$ cat src/rtl/tuner_note_map_if.sv
// rtl/tuner_note_map_if.sv - peak-in / note-out bus for the tuner note mapper
interface tuner_note_map_if;
  logic        peak_valid;
  logic [9:0]  peak_bin;
  logic        busy;
  logic        note_valid;
  logic [2:0]  note_idx;
  logic [10:0] offset;
  logic [1:0]  tune_state;
  logic        overrun;

  modport master (
    output peak_valid, peak_bin,
    input  busy, note_valid, note_idx, offset, tune_state, overrun
  );

  modport slave (
    input  peak_valid, peak_bin,
    output busy, note_valid, note_idx, offset, tune_state, overrun
  );
endinterface

$ cat src/rtl/tuner_note_map.sv
// rtl/tuner_note_map.sv - nearest guitar-string note lookup for a peak FFT bin (optional TUNER_HYST_EN)
module tuner_note_map #(
  parameter int TOL      = 2,
  parameter int MAX_DIST = 40,
  parameter int MIN_BIN  = 60
) (
  input  logic            clk,
  input  logic            rst_n,
  tuner_note_map_if.slave bus
);

  localparam logic [10:0] TOL_W      = 11'(TOL);
  localparam logic [10:0] MAX_DIST_W = 11'(MAX_DIST);
  localparam logic [10:0] MIN_BIN_W  = 11'(MIN_BIN);

  typedef enum logic [1:0] {IDLE, SCAN, CLASSIFY, DONE} state_t;

  state_t      state, state_nxt;
  logic        start, scan_step, classify, publish;
  logic [9:0]  bin_q;
  logic [10:0] best_dist;
  logic [2:0]  best_idx;
  logic [2:0]  idx;
  logic [2:0]  res_idx;
  logic [10:0] res_off;
  logic [1:0]  res_state;
  logic        res_pub;

  // Centre bins of the six open strings; 1 Hz per bin so these are in Hz.
  function automatic logic signed [10:0] centre(input logic [2:0] k);
    case (k)
      3'd0:    centre = 11'sd82;
      3'd1:    centre = 11'sd110;
      3'd2:    centre = 11'sd147;
      3'd3:    centre = 11'sd196;
      3'd4:    centre = 11'sd247;
      default: centre = 11'sd330;
    endcase
  endfunction

  logic signed [10:0] scan_diff;
  logic [10:0]        scan_dist;
  logic signed [10:0] cls_off;
  logic [10:0]        cls_abs;
  logic               cls_nonote;
  logic [1:0]         cls_state;
  logic               cls_pub;

  assign scan_diff  = $signed({1'b0, bin_q}) - centre(idx);
  assign scan_dist  = scan_diff[10] ? 11'(-scan_diff) : scan_diff;
  assign cls_off    = $signed({1'b0, bin_q}) - centre(best_idx);
  assign cls_abs    = cls_off[10] ? 11'(-cls_off) : cls_off;
  assign cls_nonote = ({1'b0, bin_q} < MIN_BIN_W) || (best_dist > MAX_DIST_W);

  // Verdict for the display: no-note wins, then in-tune window, then sign.
  always_comb begin
    cls_state = 2'b11;
    if (cls_nonote)            cls_state = 2'b11;
    else if (cls_abs <= TOL_W) cls_state = 2'b00;
    else if (cls_off[10])      cls_state = 2'b01;
    else                       cls_state = 2'b10;
  end

`ifdef TUNER_HYST_EN
  logic [2:0] cand;
  logic [2:0] cls_cand;

  assign cls_cand = cls_nonote ? 3'd7 : best_idx;
  assign cls_pub  = (cls_cand == cand);

  // Previous frame's note (7 = no-note); a result is only shown once it repeats.
  always_ff @(posedge clk) begin
    if (!rst_n)        cand <= 3'd7;
    else if (classify) cand <= cls_cand;
  end
`else
  assign cls_pub = 1'b1;
`endif

  // FSM state register.
  always_ff @(posedge clk) begin
    if (!rst_n) state <= IDLE;
    else        state <= state_nxt;
  end

  // FSM next state and per-state strobes.
  always_comb begin
    state_nxt = state;
    start     = 1'b0;
    scan_step = 1'b0;
    classify  = 1'b0;
    publish   = 1'b0;
    case (state)
      IDLE: begin
        if (bus.peak_valid) begin
          start     = 1'b1;
          state_nxt = SCAN;
        end
      end
      SCAN: begin
        scan_step = 1'b1;
        if (idx == 3'd5) state_nxt = CLASSIFY;
      end
      CLASSIFY: begin
        classify  = 1'b1;
        state_nxt = DONE;
      end
      DONE: begin
        publish   = 1'b1;
        state_nxt = IDLE;
      end
      default: state_nxt = IDLE;
    endcase
  end

  // Scan datapath: latch the bin, walk the table, keep the closest entry.
  always_ff @(posedge clk) begin
    if (!rst_n) begin
      bin_q     <= '0;
      best_dist <= 11'd1023;
      best_idx  <= '0;
      idx       <= '0;
      res_idx   <= '0;
      res_off   <= '0;
      res_state <= 2'b11;
      res_pub   <= 1'b0;
    end else begin
      if (start) begin
        bin_q     <= bus.peak_bin;
        best_dist <= 11'd1023;
        best_idx  <= '0;
        idx       <= '0;
      end
      if (scan_step) begin
        if (scan_dist < best_dist) begin
          best_dist <= scan_dist;
          best_idx  <= idx;
        end
        idx <= idx + 3'd1;
      end
      if (classify) begin
        res_idx   <= best_idx;
        res_off   <= cls_off;
        res_state <= cls_state;
        res_pub   <= cls_pub;
      end
    end
  end

  // Registered outputs; busy lags the state by one edge so it covers cycles 1..8.
  always_ff @(posedge clk) begin
    if (!rst_n) begin
      bus.note_idx   <= '0;
      bus.offset     <= '0;
      bus.tune_state <= 2'b11;
      bus.note_valid <= 1'b0;
      bus.busy       <= 1'b0;
      bus.overrun    <= 1'b0;
    end else begin
      bus.busy       <= (state != IDLE);
      bus.note_valid <= publish && res_pub;
      if (bus.peak_valid && (state != IDLE)) bus.overrun <= 1'b1;
      if (publish && res_pub) begin
        bus.note_idx   <= res_idx;
        bus.offset     <= res_off;
        bus.tune_state <= res_state;
      end
    end
  end

endmodule

$ cat src/flat_wrapper.sv
// flat-port wrapper written by rule: the top's interface ports become plain ports
module tuner_note_map_flat 
#(
  parameter int TOL      = 2,
  parameter int MAX_DIST = 40,
  parameter int MIN_BIN  = 60
)
  (clk, rst_n, bus_peak_valid, bus_peak_bin, bus_busy, bus_note_valid, bus_note_idx, bus_offset, bus_tune_state, bus_overrun);
  tuner_note_map_if bus_i ();
  input  logic clk;
  input  logic rst_n;
  input wire logic [$bits(bus_i.peak_valid)-1:0] bus_peak_valid;
  input wire logic [$bits(bus_i.peak_bin)-1:0] bus_peak_bin;
  output wire logic [$bits(bus_i.busy)-1:0] bus_busy;
  output wire logic [$bits(bus_i.note_valid)-1:0] bus_note_valid;
  output wire logic [$bits(bus_i.note_idx)-1:0] bus_note_idx;
  output wire logic [$bits(bus_i.offset)-1:0] bus_offset;
  output wire logic [$bits(bus_i.tune_state)-1:0] bus_tune_state;
  output wire logic [$bits(bus_i.overrun)-1:0] bus_overrun;
  assign bus_i.peak_valid = bus_peak_valid;
  assign bus_i.peak_bin = bus_peak_bin;
  assign bus_busy = bus_i.busy;
  assign bus_note_valid = bus_i.note_valid;
  assign bus_note_idx = bus_i.note_idx;
  assign bus_offset = bus_i.offset;
  assign bus_tune_state = bus_i.tune_state;
  assign bus_overrun = bus_i.overrun;
  tuner_note_map #(.TOL(TOL), .MAX_DIST(MAX_DIST), .MIN_BIN(MIN_BIN)) u_core (.clk(clk), .rst_n(rst_n), .bus(bus_i));
endmodule
$ cat config.mk
export PLATFORM = sky130hd
export DESIGN_NAME = tuner_note_map_flat
export DESIGN_NICKNAME = d
export VERILOG_FILES = /design/src/rtl/tuner_note_map_if.sv /design/src/rtl/tuner_note_map.sv /design/src/flat_wrapper.sv
export SDC_FILE = /design/constraint.sdc
export NUM_CORES = 1
export LEC_CHECK = 0
export BUFFER_PORTS_ARGS = -buffer_cell sky130_fd_sc_hd__buf_4
export CAP_MARGIN = 20
export CORE_MARGIN = 4
export CORE_UTILIZATION = 40
export CTS_BUF_LIST = sky130_fd_sc_hd__clkbuf_4 sky130_fd_sc_hd__clkbuf_8
export CTS_CLUSTER_DIAMETER = 100
export DETAILED_ROUTE_END_ITERATION = 8
export GPL_ROUTABILITY_DRIVEN = 0
export PLACE_DENSITY_LB_ADDON = 0.1
export SLEW_MARGIN = 20
export SYNTH_ARGS = -nofsm -noshare
export SYNTH_HDL_FRONTEND = slang
export SYNTH_SLANG_ARGS = --single-unit
$ cat constraint.sdc
create_clock -name clk -period 4.73 [get_ports clk]
set_clock_uncertainty 0.1 [all_clocks]
set_input_delay 1.1825 -clock clk [delete_from_list [all_inputs] [get_ports clk]]
set_output_delay 1.1825 -clock clk [all_outputs]
set_load 0.02 [all_outputs]
# Yosys cells after proc, flatten, opt, wreduce, memory -nomap -nowiden
# Cells that the tools add are included.
[totals]
reg_bits = 65
out_inout_bits = 19
[op_classes]
n_addsub = 5
order_cmp = 4
eq_ne = 14
n_mux = 23
reduce_logical = 9
[op_table]
columns = ["op", "n"]
rows = [
  ["$pmux 9 s5", 2],
  ["$mux 11", 5],
  ["$neg 11->11", 2],
  ["$sub 10x9->11", 2],
  ["$mux 3", 5],
  ["$eq 3x2->1 const B", 4],
  ["$gt 11x6->1 const B", 1],
  ["$le 11x2->1 const B", 1],
  ["$lt 11x11->1", 1],
  ["$lt 10x6->1 const B", 1],
  ["$mux 2", 5],
  ["$eq 3x3->1 const B", 3],
  ["$pmux 2 s4", 1],
  ["$eq 3x1->1 const B", 2],
  ["$logic_not 3->1", 2],
  ["$mux 1", 5],
  ["$eq 2x2->1 const B", 2],
  ["$reduce_bool 2->1", 2],
  ["$add 3x1->3 const B", 1],
  ["$eq 2x1->1 const B", 1],
  ["$logic_and 1x1->1", 2],
  ["$logic_not 2->1", 1],
  ["$ne 2x1->1 const B", 1],
  ["$ne 2x2->1 const B", 1],
  ["other kinds (2)", 2],
]

# Logic depth before layout (Yosys ltp)
# Gate-level depths: netlist of the first run.
[logic_depth]
word_depth = 8
ltp_mapped = 24

# Least setup slack after synthesis of the first run
# OpenSTA, ideal clock, no wires.
[synth_timing]
kind = "reg2reg"
startpoint = "register u_core.idx[0]"
endpoint = "register u_core.best_dist[2]"
arrival_ns = 4.181
t_required_ns = 4.515
path_slack_ns = 0.335
stages_incl_launch_ff = 25
synth_period_minus_slack_ns = 4.395
path_cell_list = "dfxtp_1 -> inv_1 -> ha_1 -> nand2_1 -> nand2_1 -> o21ai_0 -> nor2_1 -> ha_1 -> fa_1 -> nand2b_1 -> a21oi_1 -> o311ai_2 -> a21oi_1 -> a211o_1 -> nor2b_1 -> xor2_1 -> ha_1 -> nand2_1 -> o21ai_0 -> a31oi_1 -> o21ai_0 -> and2_1 -> clkbuf_1 -> nand4_1 -> o21a_1"
[synth_via]
elab_chain_len = 8
[synth_rtl]
columns = ["element", "line", "text"]
rows = [
  ["start: declaration", "tuner_note_map.sv:23", "logic [2:0] idx;"],
  ["start signal: assignment", "tuner_note_map.sv:139", "idx <= idx + 3'd1;"],
  ["$eq 3x3->1 (tied with other cells)", "tuner_note_map.sv:31", "case (k)"],
  ["$pmux 9 s5 *", "tuner_note_map.sv:31", ""],
  ["$sub 10x9->11 *", "tuner_note_map.sv:49", "assign scan_diff = $signed({1'b0, bin_q}) - centre(idx);"],
  ["$neg 11->11", "tuner_note_map.sv:50", "assign scan_dist = scan_diff[10] ? 11'(-scan_diff) : scan_diff;"],
  ["$mux 11 *", "tuner_note_map.sv:50", ""],
  ["$lt 11x11->1", "tuner_note_map.sv:135", "if (scan_dist < best_dist) begin"],
  ["$mux 11 *", "tuner_note_map.sv:135", ""],
  ["$mux 11 *", "tuner_note_map.sv:134", "if (scan_step) begin"],
  ["end signal: assignment", "tuner_note_map.sv:136", "best_dist <= scan_dist;"],
  ["end: declaration", "tuner_note_map.sv:21", "logic [10:0] best_dist;"],
]
# Every way passes the cells marked *; elsewhere a longest branch is shown, timed or not.
# A chain may end at the register's enable or synchronous reset.

# Final worst setup path of the first run
[layout_timing]
startpoint = "register u_core.idx[1]"
endpoint = "register u_core.best_dist[3]"
# Same word-level chain as after synthesis.

==> impl_metrics.csv, run 1 <==
group,metric,value,unit
route,routed_via_density,5.259,
critical_path,crit_arrival,4.53,ns
cells_and_area,ff_latch_area,1301,um2
power,p_sw,1.234,mW
timing,hold_viol,0,
hold_path,min_from,"u_core.bus.note_idx[0]",
clock_tree,worstSkewPairLatency,0.35,ns
power,pwr-share-comb,54.4,%
grt,antenna_found_initial,0,
timing,setup_violations,0,
die,io_pins,32,
critical_path,required,4.87,ns
die,die_w,112.6,um
route,num_vias,3734,
yosys,synth_top_area_share,29.71,%
power,p_leak,2.140,nW
hold_path,whs_path_depth,2,
route,post_drt_wl_per_cell,14.76,um
clock_tree,cts_root_buffer,"clkbuf_8",
yosys,synth_top_area_cell,"dfxtp_1",
yosys,synth_area_leaders,"dfxtp_1 (30%), ha_1 (11%), nand2_1 (7.1%)",
grt,grt.overflow.total,0,
cells_and_area,final_cells,710,
outcome,status,"complete, no violations",
power,p_sw_share,42.10,%
timing,finalMaxSlewViolations,0,
timing,setup_slack,0.3424,ns
critical_path,crit_start,"u_core.idx[1]",
cells_and_area,nFillCells,1008,
yosys,synthTopCellsByCount,"nand2_1 (83), dfxtp_1 (65), nor2_1 (39), ha_1 (38), inv_1 (31)",
critical_path,start_kind,"flip-flop",
die,start_util,41.68,%
power,clockPowerShare,20.4,%
critical_path,path_max_fanout,6,
die,die_h,112.6,um
clock_tree,cts_buffers,9,
yosys,ys_seq_elements,65,
yosys,netlist_area,4380,um2
critical_path,rr_worst_depth,21,
cells_and_area,final_nets,622,
grt,grt_pass1_wl,17960,um
cells_and_area,area_delta_synth_final,15.80,%
cells_and_area,drive_above_1_share,14.98,%
run,cap_violations,0,
placement,placedCellCount,693,
route,ant_nets,0,
timing,fmax,227.9,MHz
placement,dp_slack,0.04555,ns
yosys,synth_cells,541,
timing,relSlewSlack,47.89,%
critical_path,r2r_end,"u_core.best_dist[3]",
power,seqPwrFrac,25.2,%
yosys,synth_seq_area_share,29.71,%
yosys,dominantRegCellSynth,"dfxtp_1",
timing,fin_setup_tns,0,ns
cells_and_area,antenna_cells,0,
critical_path,path_class,"flip-flop to flip-flop",
clock_tree,clk_path_buf_depth,2,
timing,fin_crit,4.388,ns
power,power_density,577.8,nW/um2
cells_and_area,final_core_util,48.27,%
power,p_int,1.697,mW
grt,grt_max_degree,69,
die,die_area,12690,um2
yosys,synth_edf_count,0,
yosys,syn-num-nets,594,
timing,rsz0062_at_grt,"false",
route,post-route-drc-count,0,
route,drtPass1Iterations,4,
yosys,synthArstFlopShare,0,%
grt,grt_pass1_vias,3723,
critical_path,reg2reg_from,"u_core.idx[1]",
critical_path,reg2reg_slack,0.34,ns
route,drt-total-wl,10480,um
hold_path,hold_class,"flip-flop to flip-flop",
critical_path,end_kind,"flip-flop",
hold_path,hold_path_end,"u_core.bus.note_idx[0]",
clock_tree,cts_tree,"yes",
die,rows,37,
placement,portBuffers,31,
clock_tree,htree_levels,3,
yosys,syn_area_per_cell,8.097,um2
yosys,synth_cell_types,62,
die,core_area,10510,um2
clock_tree,clk_pin_slew,0.08,ns
power,max-vdd-ir-drop,0.3840,mV
grt,grtUsageTotal,17.14,%
yosys,yosys_warnings,0,
clock_tree,clkSinkCount,65,
timing,worst_pin_slew,0.7797,ns
cells_and_area,multiInputGateArea,2903,um2
yosys,synth.most_common_cell,"nand2_1",
timing,fin_crit_sh,92.76,%
route,drt-initial-drc-count,164,
placement,dpl.hpwl,7808,um
[cell families (layout without fill, tap and decap cells)]
| kind of cell | Yosys count | after routing | synth area share, % |
|---|---|---|---|
| XOR/XNOR | 23 | 23 | 4.942 |
| AO/OA/AOI/OAI | 123 | 123 | 20.31 |
| AND/OR/NAND/NOR | 214 | 214 | 23.88 |
| adder cells (fa/ha/maj) | 40 | 40 | 11.77 |
| buffers and inverters | 57 | 90 | 5.141 |
| other | 1 | 1 | 0.08561 |
| multiplexers | 18 | 18 | 4.170 |
| flip-flops | 65 | 65 | 29.71 |
[metrics by stage]
step	hold slack, ns	total power, mW	instance area [um2]
floorplan	0.3345	1.871	4380
global placement	0.3502	2.246	4770
detailed placement	0.3547	2.275	4770
CTS	0.3685	2.891	5016
global route	0.3861	3.184	5072
finish	0.3668	2.931	5072
[layer usage]
layer	GRT usage [%]	vias up	part of all wire, %
met5	0	-	0
met1	21.26	1724	47
met4	5.929	0	1.5
li1	-	1941	-
met2	29.30	55	49
met3	3.666	14	2.9
[layout make-up]
| class | instances | area share (%) |
|---|---|---|
| Multi-Input combinational cell | 419 | 57.23 |
| Sequential cell | 65 | 25.65 |
| Timing Repair Buffer | 43 | 6.611 |
| Tap cell | 136 | 3.355 |
| Clock buffer | 10 | 2.590 |
| Inverter | 31 | 2.294 |
| Clock inverter | 6 | 2.269 |
[worst max-delay path, cell delays in order, from the launching register on]
cell,delay [ns]
dfxtp_1,0.32
buf_4,0.15
ha_1,0.22
o21ai_1,0.21
nor2_1,0.07
ha_1,0.22
fa_1,0.41
nand2b_1,0.18
a21oi_1,0.19
o311ai_2,0.12
o211ai_1,0.18
nand4_1,0.16
o21ai_1,0.18
mux2_2,0.39
ha_1,0.19
nor2_1,0.10
nand3_1,0.10
nor2_1,0.11
o21ai_1,0.09
nand2_1,0.15
nand2_1,0.19
o21a_1,0.26
[cells in the final DEF (no fill, tap or decap), types with 3 or more instances in the layout]
cell       netlist  routed
a21boi_0        30      28
a21o_1           5       5
a21oi_1         20      19
a21oi_2          2       3
a31oi_1          5       5
and2_1           7       6
and3_1           6       6
buf_4            0      42
bufinv_16        0       3
clkbuf_8         0       9
dfxtp_1         65      65
ha_1            38      36
inv_1           31      29
mux2i_1         16      16
nand2_1         83      83
nand2b_1         5       5
nand3_1         16      16
nand4_1         10      10
nor2_1          39      39
nor2b_1         17      17
nor3_1          12      12
o211a_1          4       4
o211ai_1         3       3
o21a_1           9       9
o21ai_0         17      15
o21ai_1          4       6
o22ai_1          3       3
xnor2_1         12      11
xnor2_2          2       3
xor2_1           9       9
[worst max path at each step]
stage	end	slack (ns)
floorplan	u_core.best_dist[2]	0.33
global placement	u_core.best_dist[3]	0.14
detailed placement	u_core.best_dist[3]	0.05
CTS	u_core.best_dist[3]	0.003
global route	u_core.best_dist[8]	0.02
finish	u_core.best_dist[3]	0.34
[flip-flops by register name, summed over array words and instances, names as in the netlist]
name	flops
u_core.bus.note_valid	1
u_core.state	2
u_core.res_idx	3
u_core.bus.note_idx	3
u_core.bus.offset	11
u_core.best_dist	11
u_core.res_state	2
u_core.bus.busy	1
u_core.res_pub	1
u_core.bus.overrun	1
u_core.bin_q	10
u_core.idx	3
u_core.best_idx	3
u_core.bus.tune_state	2
u_core.res_off	11
[power by group through the flow]
stage | clock [mW] | combinational [mW] | sequential, mW
6_report | 0.598 | 1.59 | 0.738
5_1_grt | 0.635 | 1.79 | 0.755
4_1_cts | 0.617 | 1.54 | 0.738
3_5_place_dp | 0 | 1.53 | 0.750
3_3_place_gp | 0 | 1.50 | 0.747
2_1_floorplan | 0 | 1.14 | 0.732
[repair_timing]
item                                    4_1_cts  5_1_grt
resized for setup                             0       17
endpoints found under the setup margin        0       14
setup buffers                                 0        1
hold buffers                                  0        0
No activity file was read; power rests on OpenSTA's default activity.
==> inputs of run 2 (changes only) <==
Settings changed: CORE_ASPECT_RATIO set to 0.8.
==> run 2 against run 1 <==
  * Flip-flop and latch count unchanged
  * First-iteration DRC count up 15%
  * Critical path depth up 4
  * Register-to-register slack worse by 0.03 ns
  * Final area up 0.44%
  * Final cell count up 0.70%
  * Die area about the same
  * Core utilization up 0.31 points
  * Setup slack worse by 0.027 ns
  * Combinational power about the same
  * Sequential power up 2%
  * Critical path type unchanged
==> impl_metrics.csv, run 2 (same netlist as run 1, synthesis figures left out) <==
group,metric,value,unit
outcome,status,"complete, no violations",
critical_path,slowest_delay,0.37,ns
critical_path,path_class,"flip-flop to flip-flop",
clock_tree,clkSinkCount,65,
clock_tree,clk_path_buf_depth,2,
cells_and_area,antenna_cells,0,
route,post-route-drc-count,0,
critical_path,crit_arrival,4.60,ns
die,die_w,125,um
grt,grt_pass1_vias,3579,
power,p_leak,2.136,nW
placement,dp_slack,-0.06702,ns
route,post_drt_wl_per_cell,14.81,um
timing,fmax,226.5,MHz
clock_tree,cts_root_buffer,"clkbuf_8",
critical_path,cpMaxStageDelayCell,"dfxtp_4",
clock_tree,cts_buffers,9,
cells_and_area,top_regs,"u_core.best_dist: 11 flops, u_core.bus.offset: 11 flops, u_core.res_off: 11 flops",
timing,hold_viol,0,
power,max-vdd-ir-drop,0.1761,mV
run,cap_violations,0,
die,start_util,41.77,%
cells_and_area,final_cells,715,
clock_tree,clk_pin_slew,0.08,ns
timing,finalMaxSlewViolations,0,
cells_and_area,drive_above_1_share,17.22,%
power,p_int,1.589,mW
clock_tree,cts_tree,"yes",
critical_path,required,4.91,ns
timing,timing.hold.ws,0.3652,ns
route,drtPass1Iterations,4,
timing,setup_violations,0,
power,clockPowerShare,17.0,%
placement,portBuffers,31,
die,core_area,10490,um2
power,p_sw,1.233,mW
clock_tree,worstSkewPairLatency,0.35,ns
cells_and_area,mostFrequentLayoutCell,"nand2_1",
die,io_pins,32,
route,routed_via_density,5.250,
power,power_density,553.9,nW/um2
placement,placedCellCount,694,
die,die_area,12700,um2
placement,dpl.hpwl,7986,um
grt,antenna_found_initial,0,
grt,grt_max_degree,69,
power,p_sw_share,43.69,%
route,drt-total-wl,10590,um
route,num_vias,3754,
cells_and_area,final_nets,623,
power,seqPwrFrac,26.7,%
route,ant_nets,0,
critical_path,cp_num_buf_inv,3,
timing,setup_slack,0.3153,ns
cells_and_area,area_delta_synth_final,16.31,%
critical_path,end_kind,"flip-flop",
timing,fin_crit_sh,93.33,%
route,drt-initial-drc-count,189,
die,rows,33,
critical_path,crit_family,"simple AND/OR/NAND/NOR gates",
hold_path,hold_class,"flip-flop to flip-flop",
die,die_h,101.6,um
clock_tree,htree_levels,3,
timing,fin_setup_tns,0,ns
cells_and_area,final_cell_mix,"nand2_1 (83), dfxtp_1 (63), buf_4 (44), nor2_1 (38), ha_1 (33)",
critical_path,start_kind,"flip-flop",
grt,grt_pass1_wl,17680,um
timing,fin_crit,4.415,ns
power,pwr-share-comb,56.3,%
critical_path,path_max_fanout,8,
timing,relSlewSlack,48.96,%
grt,grt.overflow.total,0,
timing,worst_pin_slew,0.7637,ns
grt,grtUsageTotal,16.87,%
-- run 2: metal layers --
layer	global-route usage, %	share of wire, %
met5	0	0
met2	27.39	45
met1	22.98	51
met4	5.083	1.8
met3	3.268	2.3
-- run 2: final timing paths --
kind                     startpoint                     end  slack, ns  cells past startpoint
setup / recovery      u_core.idx[0]     u_core.best_dist[0]       0.32                     25
hold / removal    u_core.res_idx[1]  u_core.bus.note_idx[1]       0.37                      2
setup reg to reg      u_core.idx[0]     u_core.best_dist[0]       0.32                     25
hold reg to reg   u_core.res_idx[1]  u_core.bus.note_idx[1]       0.37                      2
-- run 2: cell type report --
| cell class | instances | area (um2) |
|---|---|---|
| Fill cell | 1092 | 5393 |
| Inverter | 31 | 116.4 |
| Clock inverter | 7 | 77.57 |
| Sequential cell | 65 | 1306 |
| Multi-Input combinational cell | 419 | 2965 |
| Tap cell | 140 | 175.2 |
| Clock buffer | 9 | 123.9 |
| Timing Repair Buffer | 44 | 330.3 |
-- run 2: power groups by stage --
| stage | combinational (mW) | clock (mW) | sequential (mW) |
|---|---|---|---|
| global placement | 1.44 | 0 | 0.758 |
| global route | 1.78 | 0.518 | 0.767 |
| floorplan | 1.14 | 0 | 0.732 |
| detailed placement | 1.47 | 0 | 0.761 |
| finish | 1.59 | 0.480 | 0.754 |
| CTS | 1.48 | 0.495 | 0.749 |
-- run 2: repair_timing --
action / CTS / global route
buffers inserted: 0 / 5
setup endpoints to repair: 3 / 14
gates resized for setup: 2 / 27
pin swaps: 0 / 8
hold buffers: 0 / 0
-- run 2: through the flow --
step / util [%] / power (mW) / cell area, um2
5_1_grt: 48.58 / 3.067 / 5095
6_report: 48.58 / 2.822 / 5095
3_5_place_dp: 45.19 / 2.229 / 4740
3_3_place_gp: 45.19 / 2.198 / 4740
4_1_cts: 47.15 / 2.725 / 4945
2_1_floorplan: - / 1.871 / 4380
-- run 2: tightest hold or removal path: stages, from the launching register on --
cell	delay [ns]
dfxtp_1	0.31
nand2_1	0.05
a21boi_0	0.06
